==> src/rtl/axisv_frame_arb.sv <==
// Frame-granular round-robin arbiter sharing one AXI4-Stream video sink between N_SRC sources.
// Define AXISV_FRAME_ARB_LEN_CHECK_EN to build the per-line length checker driving err_len_o.
module axisv_frame_arb #(
  parameter int unsigned N_SRC         = 2,
  parameter int unsigned DATA_WIDTH    = 18,
  parameter int unsigned H_PIXEL_COUNT = 800,
  parameter int unsigned V_PIXEL_COUNT = 480,
  parameter int unsigned SOF_TIMEOUT   = 1024
) (
  input  logic                        aclk_i,
  input  logic                        rst_ni,
  input  logic [N_SRC*DATA_WIDTH-1:0] s_axis_tdata,
  input  logic [N_SRC-1:0]            s_axis_tvalid,
  input  logic [N_SRC-1:0]            s_axis_tlast,
  input  logic [N_SRC-1:0]            s_axis_tuser,
  output logic [N_SRC-1:0]            s_axis_tready,
  output logic [DATA_WIDTH-1:0]       m_axis_tdata,
  output logic                        m_axis_tvalid,
  output logic                        m_axis_tlast,
  output logic                        m_axis_tuser,
  input  logic                        m_axis_tready,
  input  logic [N_SRC-1:0]            req_i,
  output logic [N_SRC-1:0]            trigger_o,
  output logic [N_SRC-1:0]            grant_o,
  output logic                        busy_o,
  output logic                        frame_done_o,
  output logic                        err_timeout_o,
  output logic                        err_len_o,
  input  logic                        err_clr_i
);

  localparam int unsigned IdxW  = (N_SRC > 1) ? $clog2(N_SRC) : 1;
  localparam int unsigned LineW = $clog2(V_PIXEL_COUNT) + 1;
  localparam int unsigned TmoW  = $clog2(SOF_TIMEOUT) + 1;

  typedef enum logic [1:0] {StIdle, StTrig, StWaitSof, StStream} state_e;

  state_e            state_q, state_d;
  logic [IdxW-1:0]   gnt_q, gnt_d;
  logic [IdxW-1:0]   last_q, last_d;
  logic [LineW-1:0]  line_q, line_d;
  logic [TmoW-1:0]   tmo_q, tmo_d;

  logic [DATA_WIDTH-1:0] sel_tdata;
  logic                  sel_tvalid, sel_tlast, sel_tuser;
  logic [N_SRC-1:0]      gnt_oh;
  logic [IdxW-1:0]       pick;
  logic [IdxW-1:0]       cand;
  logic                  req_found;
  logic                  hs, sof_seen, tmo_hit, last_line;

  // Mux of the granted source and its one-hot form
  always_comb begin
    sel_tdata  = '0;
    sel_tvalid = 1'b0;
    sel_tlast  = 1'b0;
    sel_tuser  = 1'b0;
    gnt_oh     = '0;
    for (int unsigned i = 0; i < N_SRC; i++) begin
      if (gnt_q == IdxW'(i)) begin
        sel_tdata  = s_axis_tdata[i*DATA_WIDTH +: DATA_WIDTH];
        sel_tvalid = s_axis_tvalid[i];
        sel_tlast  = s_axis_tlast[i];
        sel_tuser  = s_axis_tuser[i];
        gnt_oh[i]  = 1'b1;
      end
    end
  end

  // Round-robin: first requester searching upward from last_q+1
  always_comb begin
    pick      = last_q;
    cand      = '0;
    req_found = 1'b0;
    for (int unsigned k = 1; k <= N_SRC; k++) begin
      cand = IdxW'((32'(last_q) + k) % N_SRC);
      if (!req_found && req_i[cand]) begin
        pick      = cand;
        req_found = 1'b1;
      end
    end
  end

  assign hs        = (state_q == StStream) && sel_tvalid && m_axis_tready;
  assign sof_seen  = (state_q == StWaitSof) && sel_tvalid && sel_tuser;
  assign tmo_hit   = (tmo_q == TmoW'(SOF_TIMEOUT - 1));
  assign last_line = (line_q == LineW'(V_PIXEL_COUNT - 1));

  always_ff @(posedge aclk_i or negedge rst_ni) begin
    if (!rst_ni) begin
      state_q <= StIdle;
      gnt_q   <= '0;
      last_q  <= IdxW'(N_SRC - 1);
      line_q  <= '0;
      tmo_q   <= '0;
    end else begin
      state_q <= state_d;
      gnt_q   <= gnt_d;
      last_q  <= last_d;
      line_q  <= line_d;
      tmo_q   <= tmo_d;
    end
  end

  always_comb begin
    state_d = state_q;
    gnt_d   = gnt_q;
    last_d  = last_q;
    line_d  = line_q;
    tmo_d   = tmo_q;
    unique case (state_q)
      StIdle: begin
        if (|req_i) begin
          gnt_d   = pick;
          last_d  = pick;
          state_d = StTrig;
        end
      end
      StTrig: begin
        tmo_d   = '0;
        state_d = StWaitSof;
      end
      StWaitSof: begin
        // SOF beat is held (not consumed) so STREAM forwards it next cycle
        if (sof_seen) begin
          tmo_d   = '0;
          state_d = StStream;
        end else if (tmo_hit) begin
          tmo_d   = '0;
          state_d = StIdle;
        end else begin
          tmo_d = tmo_q + TmoW'(1);
        end
      end
      StStream: begin
        if (hs && sel_tlast) begin
          if (last_line) begin
            line_d  = '0;
            state_d = StIdle;
          end else begin
            line_d = line_q + LineW'(1);
          end
        end
      end
      default: state_d = StIdle;
    endcase
  end

  always_comb begin
    s_axis_tready = '0;
    m_axis_tdata  = '0;
    m_axis_tvalid = 1'b0;
    m_axis_tlast  = 1'b0;
    m_axis_tuser  = 1'b0;
    trigger_o     = '0;
    grant_o       = '0;
    busy_o        = 1'b0;
    frame_done_o  = 1'b0;
    err_timeout_o = 1'b0;
    unique case (state_q)
      StIdle: ;
      StTrig: begin
        busy_o    = 1'b1;
        grant_o   = gnt_oh;
        trigger_o = gnt_oh;
      end
      StWaitSof: begin
        busy_o        = 1'b1;
        grant_o       = gnt_oh;
        s_axis_tready = (sel_tvalid && sel_tuser) ? '0 : gnt_oh;
        err_timeout_o = !sof_seen && tmo_hit;
      end
      StStream: begin
        busy_o        = 1'b1;
        grant_o       = gnt_oh;
        m_axis_tdata  = sel_tdata;
        m_axis_tvalid = sel_tvalid;
        m_axis_tlast  = sel_tlast;
        m_axis_tuser  = sel_tuser;
        s_axis_tready = m_axis_tready ? gnt_oh : '0;
        frame_done_o  = hs && sel_tlast && last_line;
      end
      default: ;
    endcase
  end

`ifdef AXISV_FRAME_ARB_LEN_CHECK_EN
  localparam int unsigned ColW = $clog2(H_PIXEL_COUNT) + 1;

  logic [ColW-1:0] col_q, col_d;
  logic            err_len_q, err_len_d;
  logic            col_end, len_bad;

  assign col_end = (col_q == ColW'(H_PIXEL_COUNT - 1));
  assign len_bad = hs && (sel_tlast ? !col_end : col_end);

  always_ff @(posedge aclk_i or negedge rst_ni) begin
    if (!rst_ni) begin
      col_q     <= '0;
      err_len_q <= 1'b0;
    end else begin
      col_q     <= col_d;
      err_len_q <= err_len_d;
    end
  end

  always_comb begin
    col_d = col_q;
    if (state_q != StStream) begin
      col_d = '0;
    end else if (hs) begin
      col_d = sel_tlast ? '0 : col_q + ColW'(1);
    end
    // A new error in the same cycle as a clear keeps the flag set
    err_len_d = err_len_q;
    if (err_clr_i) err_len_d = 1'b0;
    if (len_bad)   err_len_d = 1'b1;
  end

  assign err_len_o = err_len_q;
`else
  logic unused_err_clr;
  assign unused_err_clr = err_clr_i;
  assign err_len_o      = 1'b0;
`endif

endmodule

==> config.mk <==
export PLATFORM = sky130hd
export DESIGN_NAME = axisv_frame_arb
export DESIGN_NICKNAME = d
export VERILOG_FILES = /design/src/rtl/axisv_frame_arb.sv
export SDC_FILE = /design/constraint.sdc
export NUM_CORES = 1
export LEC_CHECK = 0
export ABC_AREA = 1
export BUFFER_PORTS_ARGS = -buffer_cell sky130_fd_sc_hd__buf_2
export CORE_MARGIN = 1
export CORE_UTILIZATION = 40
export DETAILED_ROUTE_END_ITERATION = 6
export HOLD_SLACK_MARGIN = 0.1
export PLACE_DENSITY = 0.75
export SLEW_MARGIN = 20
export SYNTH_ARGS = -nofsm -noshare
export SYNTH_HDL_FRONTEND = slang
export SYNTH_SLANG_ARGS = --single-unit
==> constraint.sdc <==
create_clock -name aclk_i -period 2 [get_ports aclk_i]
set_clock_uncertainty 0.2 [all_clocks]
set_input_delay 0.1 -clock aclk_i [delete_from_list [all_inputs] [get_ports aclk_i]]
set_output_delay 0.1 -clock aclk_i [all_outputs]
set_load 0.05 [all_outputs]
==> run metrics, run 1 <==
Crit Path Class=flop to primary output; ANT cells=0; Seq/Total Area, Yosys=33.71%; Total Nets Final=424; largest net degree at the start of global routing=26; Warnings, synthesis=0; r2r worst-path depth=5; Hold Path Class=primary input to flop; I/O Pins=79; DR vias=2069; reg2reg start=state_q[1]; Rel. slew slack=62.64%; critical path depth=7; endpoints failing setup=0; fin crit share=95.24%; clock latency at the later pin of the worst-skew pair=0.26 ns; most frequent cells in the layout=buf_2, nor2_1, nand2_1; CTS Sinks=25; Critical Path Start Type=flop; Cell Chain, Critical Path=buf_6 > nand2_1 > nand2_1 > nand2_2 > nand2_2 > a21oi_1 > buf_4; hold path startpoint=m_axis_tready; Worst EP arrival=1.60 ns; Die Area=4925 um2; port bufs=76; Worst Tran Pin Value=0.5604 ns; Die Wd=70.18 um; vias in the first global route=1808; WHS Path Cells=6; syn avg cell area=6.688 um2; most common cell after layout, fill and taps aside=buf_2; DRC violations left=0; htree depth=1; row cnt=24; first-pass GRT wire length=7.983 mm; Area growth syn-to-layout=34.72%; Synth cell types=31; status=finished, final reports clean; CP top delay family=flip-flops; Routed WL per cell=11.17 um; initial core utilization=42.12%; setup TNS=0 ns; top cell type by total area after synthesis=dfrtp_1; non-filler cells, final=420; Routed Antenna Nets=0; Mapped Area=1859 um2; Max FO, Critical Path=6; dpl cells=406; syn_nets=333; CTS Buffer Depth=2; leakage=0.001343 uW; Die Ht=70.18 um; Area contributors post-synth=dfrtp_1, nor2_1, nand2_1, o21ai_0, inv_1; final wirelength=4.691 mm; DRT iter0 DRCs=88; Detail Placement HPWL=3.707 mm; routability cong.=0.8422; Worst R2R Setup Slack=0.1 ns; Worst path max stage delay=0.45 ns; Req. time, crit path=1.70 ns; clock buffer count from CTS=3; Final Max Slew Viols=0; flop and latch count out of synthesis=25; share of layout cells above drive strength 1=32.07%; clk root buf=clkbuf_8; grt total ovfl=0; Max Cap Violations=0; Worst Hold Endpoint=line_q[7]; CTS tree=done; Power Dens Cells=475.4 nW/um2; antenna violations before repair=0; unrepaired setup endpoints after global routing=false; final hold violation count=0; Worst setup EP type=primary output; Mapped Cells=278; Core Area=4414 um2; WP buf/inv=2; Via density=4.926; worst vdd ir=326.4 uV; Tmin final=1.905 ns; Synth top area share=32.30%; DRT Pass-1 Iters=4; total power=1191 uW; slowest CP cell=dfrtp_2; Tot GR Track Use=19.79%; Fmax=525.0 MHz; clock slew at reported path FFs=0.08 ns; Reg-to-Reg End=gnt_q
==> cell families after synthesis <==
group | share of synthesized area, %
simple gates | 37.15
compound gates | 13.53
buf+inv | 8.815
flops | 33.72
fa+ha+maj | 4.710
xor+xnor | 1.885
other cells | 0.2017
==> flip-flops by register name, summed over array words and instances (netlist names) <==
signal	flops
tmo_q	11
line_q	10
state_q	2
gnt_q	1
last_q	1
==> area by class of cell <==
class | count | area (um2)
flip-flops and latches | 25 | 628.1
multi-input cells | 212 | 1087
well taps | 52 | 65.06
repair buffers | 94 | 548.0
inverters | 33 | 131.4
fillers | 430 | 1909
clock buffers | 4 | 45.04
==> synthesized netlist by cell type <==
| cell type | number |
|---|---|
| nand2_2 | 5 |
| dfstp_2 | 1 |
| a211oi_1 | 1 |
| nor2_1 | 64 |
| o211ai_1 | 1 |
| ha_1 | 7 |
| xnor2_1 | 2 |
| dfrtp_1 | 24 |
| o21a_1 | 1 |
| nor3_1 | 5 |
| conb_1 | 1 |
| a31o_2 | 1 |
| nand3_1 | 18 |
| nor3_2 | 3 |
| o21ai_0 | 28 |
| nand2_1 | 48 |
| nor4_1 | 1 |
| nand2_4 | 1 |
| inv_4 | 1 |
| nand4_1 | 3 |
| o21bai_1 | 2 |
| inv_1 | 31 |
| inv_2 | 1 |
| clkbuf_1 | 6 |
| buf_4 | 2 |
| or2_2 | 1 |
| nand3_4 | 1 |
| nor2_4 | 3 |
| a21oi_1 | 11 |
| xor2_1 | 2 |
| o21ai_1 | 2 |
==> where the power goes <==
| group | internal (uW) | switching [uW] |
|---|---|---|
| Combinational | 117 | 199 |
| Clock | 142 | 150 |
| Sequential | 546 | 35.4 |
| Total | 806 | 385 |
==> worst max-delay path by stage <==
| stage | start | endpoint | slack (ns) |
|---|---|---|---|
| after floorplan | state_q[0] | m_axis_tlast | 0.002 |
| after global placement | state_q[0] | tmo_q[8] | 0.20 |
| after detailed placement | state_q[1] | tmo_q[8] | 0.14 |
| after CTS | gnt_q | frame_done_o | 0.003 |
| after global routing | gnt_q | s_axis_tready[1] | 0.005 |
| final | gnt_q | s_axis_tready[1] | 0.1 |
==> layer usage <==
metal	routed length, um	global-route usage [%]
met2	2227	32.48
met3	155	4.329
met5	0	0
met4	42	3.556
met1	2266	27.06
==> per-stage QoR <==
stage          setup slack (ns)  hold WS, ns  cell area [um2]  utilization (%)
2_1_floorplan          0.001763      -0.3956             1866                -
5_1_grt                0.005432       0.1671             2505            56.75
3_5_place_dp             0.1371     -0.08028             2333            52.86
6_report                0.09524       0.1281             2505            56.75
3_3_place_gp             0.1951     -0.07969             2333            52.86
4_1_cts                0.003448       0.1391             2447            55.44
==> worst reg2reg max path: stages, from the launching register on <==
cell and delay (ns):
dfrtp_1 0.41, inv_1 0.17, ha_2 0.25, o21a_1 0.12, dlygate4sd3_1 0.56, o21ai_0 0.08
==> timing repair <==
action,CTS,global route
pin swaps,0,1
hold buffers,4,0
buffers inserted,3,3
resized for setup,2,17
endpoints found under the hold margin,27,0
endpoints found under the setup margin,3,13
gates cloned,0,0
(Power assumes the default switching activity.)
==> inputs of run 2 (changes only) <==
--- a/config.mk
+++ b/config.mk
@@ -8,10 +8,10 @@
 export ABC_AREA = 1
 export BUFFER_PORTS_ARGS = -buffer_cell sky130_fd_sc_hd__buf_2
 export CORE_MARGIN = 1
-export CORE_UTILIZATION = 40
+export CORE_UTILIZATION = 35
 export DETAILED_ROUTE_END_ITERATION = 6
 export HOLD_SLACK_MARGIN = 0.1
-export PLACE_DENSITY = 0.75
+export PLACE_DENSITY = 0.68
 export SLEW_MARGIN = 20
 export SYNTH_ARGS = -nofsm -noshare
 export SYNTH_HDL_FRONTEND = slang
==> run metrics, run 2 (same netlist as run 1, synthesis figures left out) <==
status=finished, final reports clean; Final Max Slew Viols=0 (unchanged); largest net degree at the start of global routing=26 (unchanged); reg2reg start=state_q[1]; Rel. slew slack=62.14% (-0.50 points); fillcell total=523 (+22%); Total Nets Final=421 (-0.71%); slowest CP cell=dfrtp_2; unrepaired setup endpoints after global routing=true; Worst Tran Pin Value=0.5679 ns (+0.007528 ns); Req. time, crit path=1.70 ns (about the same); Worst R2R Setup Slack=0.15 ns (+0.05 ns); Worst Hold Endpoint=tmo_q[1]; Die Wd=74.89 um (+6.7%); DR vias=2048 (-1.0%); first-pass GRT wire length=8.307 mm (+4.1%); Via density=4.708 (-4.4%); routability cong.=0.8233 (-2.2%); row cnt=26 (+8.3%); CTS Sinks=25 (unchanged); Max FO, Critical Path=7 (+1); leakage=0.001342 uW (about the same); Cell Chain, Critical Path=inv_2 > nand2_2 > nand2_2 > nand2_2 > nand2_2 > a21oi_1 > clkbuf_4; Detail Placement HPWL=3.784 mm (+2.1%); Worst EP arrival=1.62 ns (+0.02 ns); Placement Setup Slack=0.1293 ns (-0.007730 ns); initial core utilization=36.40% (-5.7 points); biggest regs=tmo_q x11, line_q x10, state_q x2; antenna violations before repair=0 (unchanged); Critical Path Start Type=flop; Worst setup EP type=primary output; Fmax=520.6 MHz (-0.85%); clock buffer count from CTS=3 (unchanged); most frequent CP cell=nand2_2; Routed Antenna Nets=0 (unchanged); CTS Buffer Depth=2 (unchanged); DRC violations left=0 (unchanged); clk root buf=clkbuf_8; ANT cells=0 (unchanged); Hold Path Class=primary input to flop; Largest register FFs=11 (unchanged); DRT Pass-1 Iters=4 (unchanged); Largest Register=tmo_q; Design Area, Final=2517 um2 (+0.50%); Crit Path Class=flop to primary output; hold path startpoint=s_axis_tuser[1]; most frequent cells in the layout=buf_2, nor2_1, nand2_1; Worst path max stage delay=0.46 ns (about the same); Tmin final=1.921 ns (+0.01627 ns); WHS Path Cells=6 (unchanged); r2r worst-path depth=5 (unchanged); final wirelength=4.920 mm (+4.9%); Final WS setup=0.07897 ns (-0.01627 ns); Die Ht=74.89 um (+6.7%); most common cell after layout, fill and taps aside=buf_2; Post-Route Utilization=49.29% (-7.5 points); register area=628.1 um2 (unchanged); WP buf/inv=2 (unchanged); endpoints failing setup=0 (unchanged); vias in the first global route=1910 (+5.6%); htree depth=1 (unchanged); port bufs=76 (unchanged); clock latency at the later pin of the worst-skew pair=0.28 ns (+0.02 ns); DP Area=2341 um2 (+0.32%); grt total ovfl=0 (unchanged); Area growth syn-to-layout=35.40%; I/O Pins=79 (unchanged); CP top delay family=flip-flops; DRT iter0 DRCs=65 (-26%); fin crit share=96.05% (+0.81 points); multi-input combinational cell area=1104 um2 (+1.5%); Die Area=5608 um2 (+14%); Tot GR Track Use=19.16% (-0.64 points); clock slew at reported path FFs=0.09 ns (about the same); share of layout cells above drive strength 1=32.05% (about the same); Core Area=5107 um2 (+16%); Power Dens Cells=477.5 nW/um2 (+0.44%); worst vdd ir=329.2 uV (+0.85%); CTS tree=done; Hold WS=0.1234 ns (-0.004683 ns); final hold violation count=0 (unchanged); Reg-to-Reg End=last_q; Routed WL per cell=11.31 um (+1.3%); Max Cap Violations=0 (unchanged)
==> run 2: cell types whose count changed in the layout (fill, tap and decap cells not counted), sizes merged <==
cell | previous run | this run
buf | 88 | 84
clkinv | 0 | 1
==> run 2: how the worst max path moves through the flow <==
stage	startpoint	endpoint	slack [ns]	depth (start not counted)
after floorplan	state_q[0]	m_axis_tlast	0.002	4
after global placement	state_q[0]	tmo_q[8]	0.19	8
after detailed placement	state_q[0]	tmo_q[5]	0.13	8
after CTS	gnt_q	frame_done_o	0.0006	8
after global routing	line_q[1]	frame_done_o	-0.04	8
final	gnt_q	s_axis_tready[0]	0.08	7
==> run 2: per-stage QoR <==
| stage | power [uW] | TNS [ns] | cells |
|---|---|---|---|
| final | 1202 | 0 | 435 |
| after global routing | 1267 | -0.08023 | 435 |
| after CTS | 1207 | 0 | 432 |
| after detailed placement | 877.9 | 0 | 422 |
| after global placement | 868.8 | 0 | 422 |
| after floorplan | 777.4 | 0 | 278 |
==> run 2: final cells by class <==
type / instances / area share [%]
inverter: 33 / 5.119
tap: 70 / 3.479
multi-input combinational: 212 / 43.84
timing repair buffer: 91 / 20.78
clock inverter: 1 / 0.1988
clock buffer: 3 / 1.640
sequential: 25 / 24.95
==> run 2: worst reg2reg max path: cells and delay by family, from the launching register on <==
family,cells,cell delay [ns]
buffers and inverters,2,0.73
AOI/OAI and AO/OA,2,0.18
adders and majority gates,1,0.25
DFF,1,0.41
==> run 2: what timing repair did <==
item / in CTS / in global routing
setup endpoints to repair: 2 / 13
setup buffers: 2 / 3
pin swaps: 0 / 1
hold buffers: 4 / 0
gates resized for setup: 4 / 12
endpoints found under the hold margin: 27 / 0
==> run 2: where the power goes <==
part           leakage, uW  internal [uW]  switching (uW)
registers         0.000295            546            35.7
clock network    0.0000255            140             178
logic              0.00102            107             195
total              0.00134            793             409
==> run 2: per-layer routing <==
layer  part of all wire [%]  global-route usage, %  vias up  wire length (um)
li1                       -                      -     1065                 -
met3                    2.7                  3.213        6               134
met4                    1.0                  5.031        0                51
met2                     49                  33.83       25              2413
met5                      0                      0        -                 0
met1                     47                  24.21      952              2321
==> inputs of run 3 (changes only) <==
--- a/config.mk
+++ b/config.mk
@@ -7,6 +7,7 @@
 export LEC_CHECK = 0
 export ABC_AREA = 1
 export BUFFER_PORTS_ARGS = -buffer_cell sky130_fd_sc_hd__buf_2
+export CORE_ASPECT_RATIO = 0.6
 export CORE_MARGIN = 1
 export CORE_UTILIZATION = 35
 export DETAILED_ROUTE_END_ITERATION = 6
==> run metrics, run 3 (same netlist as run 1, synthesis figures left out) <==
ANT cells=0 (unchanged); vias in the first global route=1961 (+2.7%); CTS Sinks=25 (unchanged); clock buffer count from CTS=3 (unchanged); Crit Path Class=flop to primary output; Worst EP arrival=1.67 ns (+0.05 ns); Fmax=506.5 MHz (-2.7%); Die Area=5617 um2 (+0.17%); Flop pwr share=47.8% (-0.6 points); unrepaired setup endpoints after global routing=true; clock latency at the later pin of the worst-skew pair=0.28 ns (about the same); first-pass GRT wire length=8.901 mm (+7.2%); most frequent cells in the layout=buf_2, nor2_1, nand2_1; DR vias=2115 (+3.3%); Rel. slew slack=62.31% (+0.17 points); clk root buf=clkbuf_8; reg2reg start=state_q[0]; worst vdd ir=250.5 uV (-24%); Hold WS=0.1102 ns (-0.01315 ns); Combinational Power Share=26.9% (+1.8 points); Critical Path Start Type=flop; multi-input combinational cell area=1166 um2 (+5.7%); Psw=410.3 uW (+0.42%); endpoints failing setup=0 (unchanged); htree depth=1 (unchanged); Final Max Slew Viols=0 (unchanged); WP buf/inv=2 (unchanged); Worst setup EP type=primary output; biggest regs=tmo_q x11, line_q x10, state_q x2; Cell Chain, Critical Path=buf_6 > nand2_4 > nand2_4 > nand2_4 > nand2_4 > nor4_4 > buf_6; Die Ht=58.46 um (-22%); routability cong.=0.8316 (+1.0%); final wirelength=5.290 mm (+7.5%); Largest Register=tmo_q; antenna violations before repair=0 (unchanged); share of layout cells above drive strength 1=36.58% (+4.5 points); Critical path origin=gnt_q; Final WS setup=0.02576 ns (-0.05321 ns); clock slew at reported path FFs=0.10 ns (about the same); Placement Setup Slack=0.1183 ns (-0.01102 ns); port bufs=76 (unchanged); met1 usage=29.68% (+5.5 points); internal power=810.1 uW (+2.1%); Detail Placement HPWL=4.085 mm (+7.9%); CTS Buffer Depth=2 (unchanged); status=finished, final reports clean; busiest grt layer=met2; grt total ovfl=0 (unchanged); Routed WL per cell=11.86 um (+4.9%); Max FO, Critical Path=8 (+1); Req. time, crit path=1.70 ns (about the same); DRT Pass-1 Iters=4 (unchanged); Die Wd=96.10 um (+28%); DRC violations left=0 (unchanged); Design Area, Final=2724 um2 (+8.2%); Net Sw Frac=33.62% (-0.37 points); largest net degree at the start of global routing=26 (unchanged); Tmin final=1.974 ns (+0.05321 ns); Core Area=5080 um2 (-0.54%); DRT iter0 DRCs=86 (+32%); most frequent CP cell=nand2_4; fin crit share=98.71% (+2.7 points); most common cell after layout, fill and taps aside=buf_2; Area growth syn-to-layout=46.50%; total power=1220 uW (+1.5%); Via density=4.742 (+0.72%); fillcell total=490 (-6.3%); Max Cap Violations=0 (unchanged); leakage=0.001432 uW (+6.7%); Worst Tran Pin Value=0.5653 ns (-0.002611 ns); slowest CP cell=dfrtp_2; met3 Use GR=4.393% (+1.2 points); initial core utilization=36.60% (+0.20 points); I/O Pins=79 (unchanged); CTS tree=done; clock power share=25.3% (-1.1 points); Routed Antenna Nets=0 (unchanged); GR Layer Usage met2=30.80% (-3.0 points); CP top delay family=simple AND/OR/NAND/NOR gates; Largest register FFs=11 (unchanged); final hold violation count=0 (unchanged); Tot GR Track Use=20.01% (+0.86 points); DP Area=2366 um2 (+1.1%); Total Nets Final=436 (+3.6%); row cnt=20 (-23%); Worst path max stage delay=0.49 ns (+0.03 ns); register area=628.1 um2 (unchanged); hold path startpoint=s_axis_tuser[0]; Power Dens Cells=448.1 nW/um2 (-6.2%); Hold Path Class=primary input to flop
==> run 3: routing by layer <==
metal / wire, um / part of all wire, %
met1: 2790 / 53
met2: 2327 / 44
met5: 0 / 0
met3: 148 / 2.8
met4: 24 / 0.45
==> run 3: layout make-up <==
type | instances | area share [%]
Multi-Input combinational cell | 212 | 42.81
Timing Repair Buffer | 106 | 24.39
Sequential cell | 25 | 23.06
Inverter | 33 | 4.915
Tap cell | 66 | 3.032
Clock buffer | 3 | 1.516
Clock inverter | 1 | 0.2756
==> run 3: tightest hold or removal path, delay by kind of cell <==
| family | cells | cell delay, ns |
|---|---|---|
| AOI/OAI and AO/OA | 1 | 0.07 |
| buffers and inverters | 1 | 0.08 |
| and+or+nand+nor | 4 | 0.29 |
==> run 3: stage by stage <==
stage | setup TNS (ns) | cells | util (%)
floorplan | 0 | 278 | -
global placement | 0 | 422 | 46.58
detailed placement | 0 | 422 | 46.58
CTS | 0 | 431 | 48.99
global route | -0.2122 | 446 | 53.62
finish | 0 | 446 | 53.62
==> run 3: path summary, 6_finish.rpt <==
kind | end | slack [ns] | cells past startpoint
setup / recovery | err_timeout_o | 0.03 | 7
hold / removal | tmo_q[6] | 0.11 | 6
setup reg to reg | gnt_q | 0.13 | 5
hold reg to reg | line_q[4] | 0.28 | 1
max in group asynchronous | gnt_q | 1.06 | 2
min in group asynchronous | line_q[5] | 0.14 | 2
==> run 3: power groups by stage <==
stage	clock network, uW	logic [uW]	registers [uW]
floorplan	0	190	587
finish	309	329	583
global placement	0	279	593
global route	343	362	590
detailed placement	0	283	596
CTS	323	301	581
==> run 3: repair_timing <==
item | CTS | global route
hold buffers | 4 | 0
pin swaps | 0 | 6
hold endpoints to repair | 27 | 0
setup endpoints to repair | 4 | 27
resized for setup | 8 | 42
setup buffers | 1 | 15
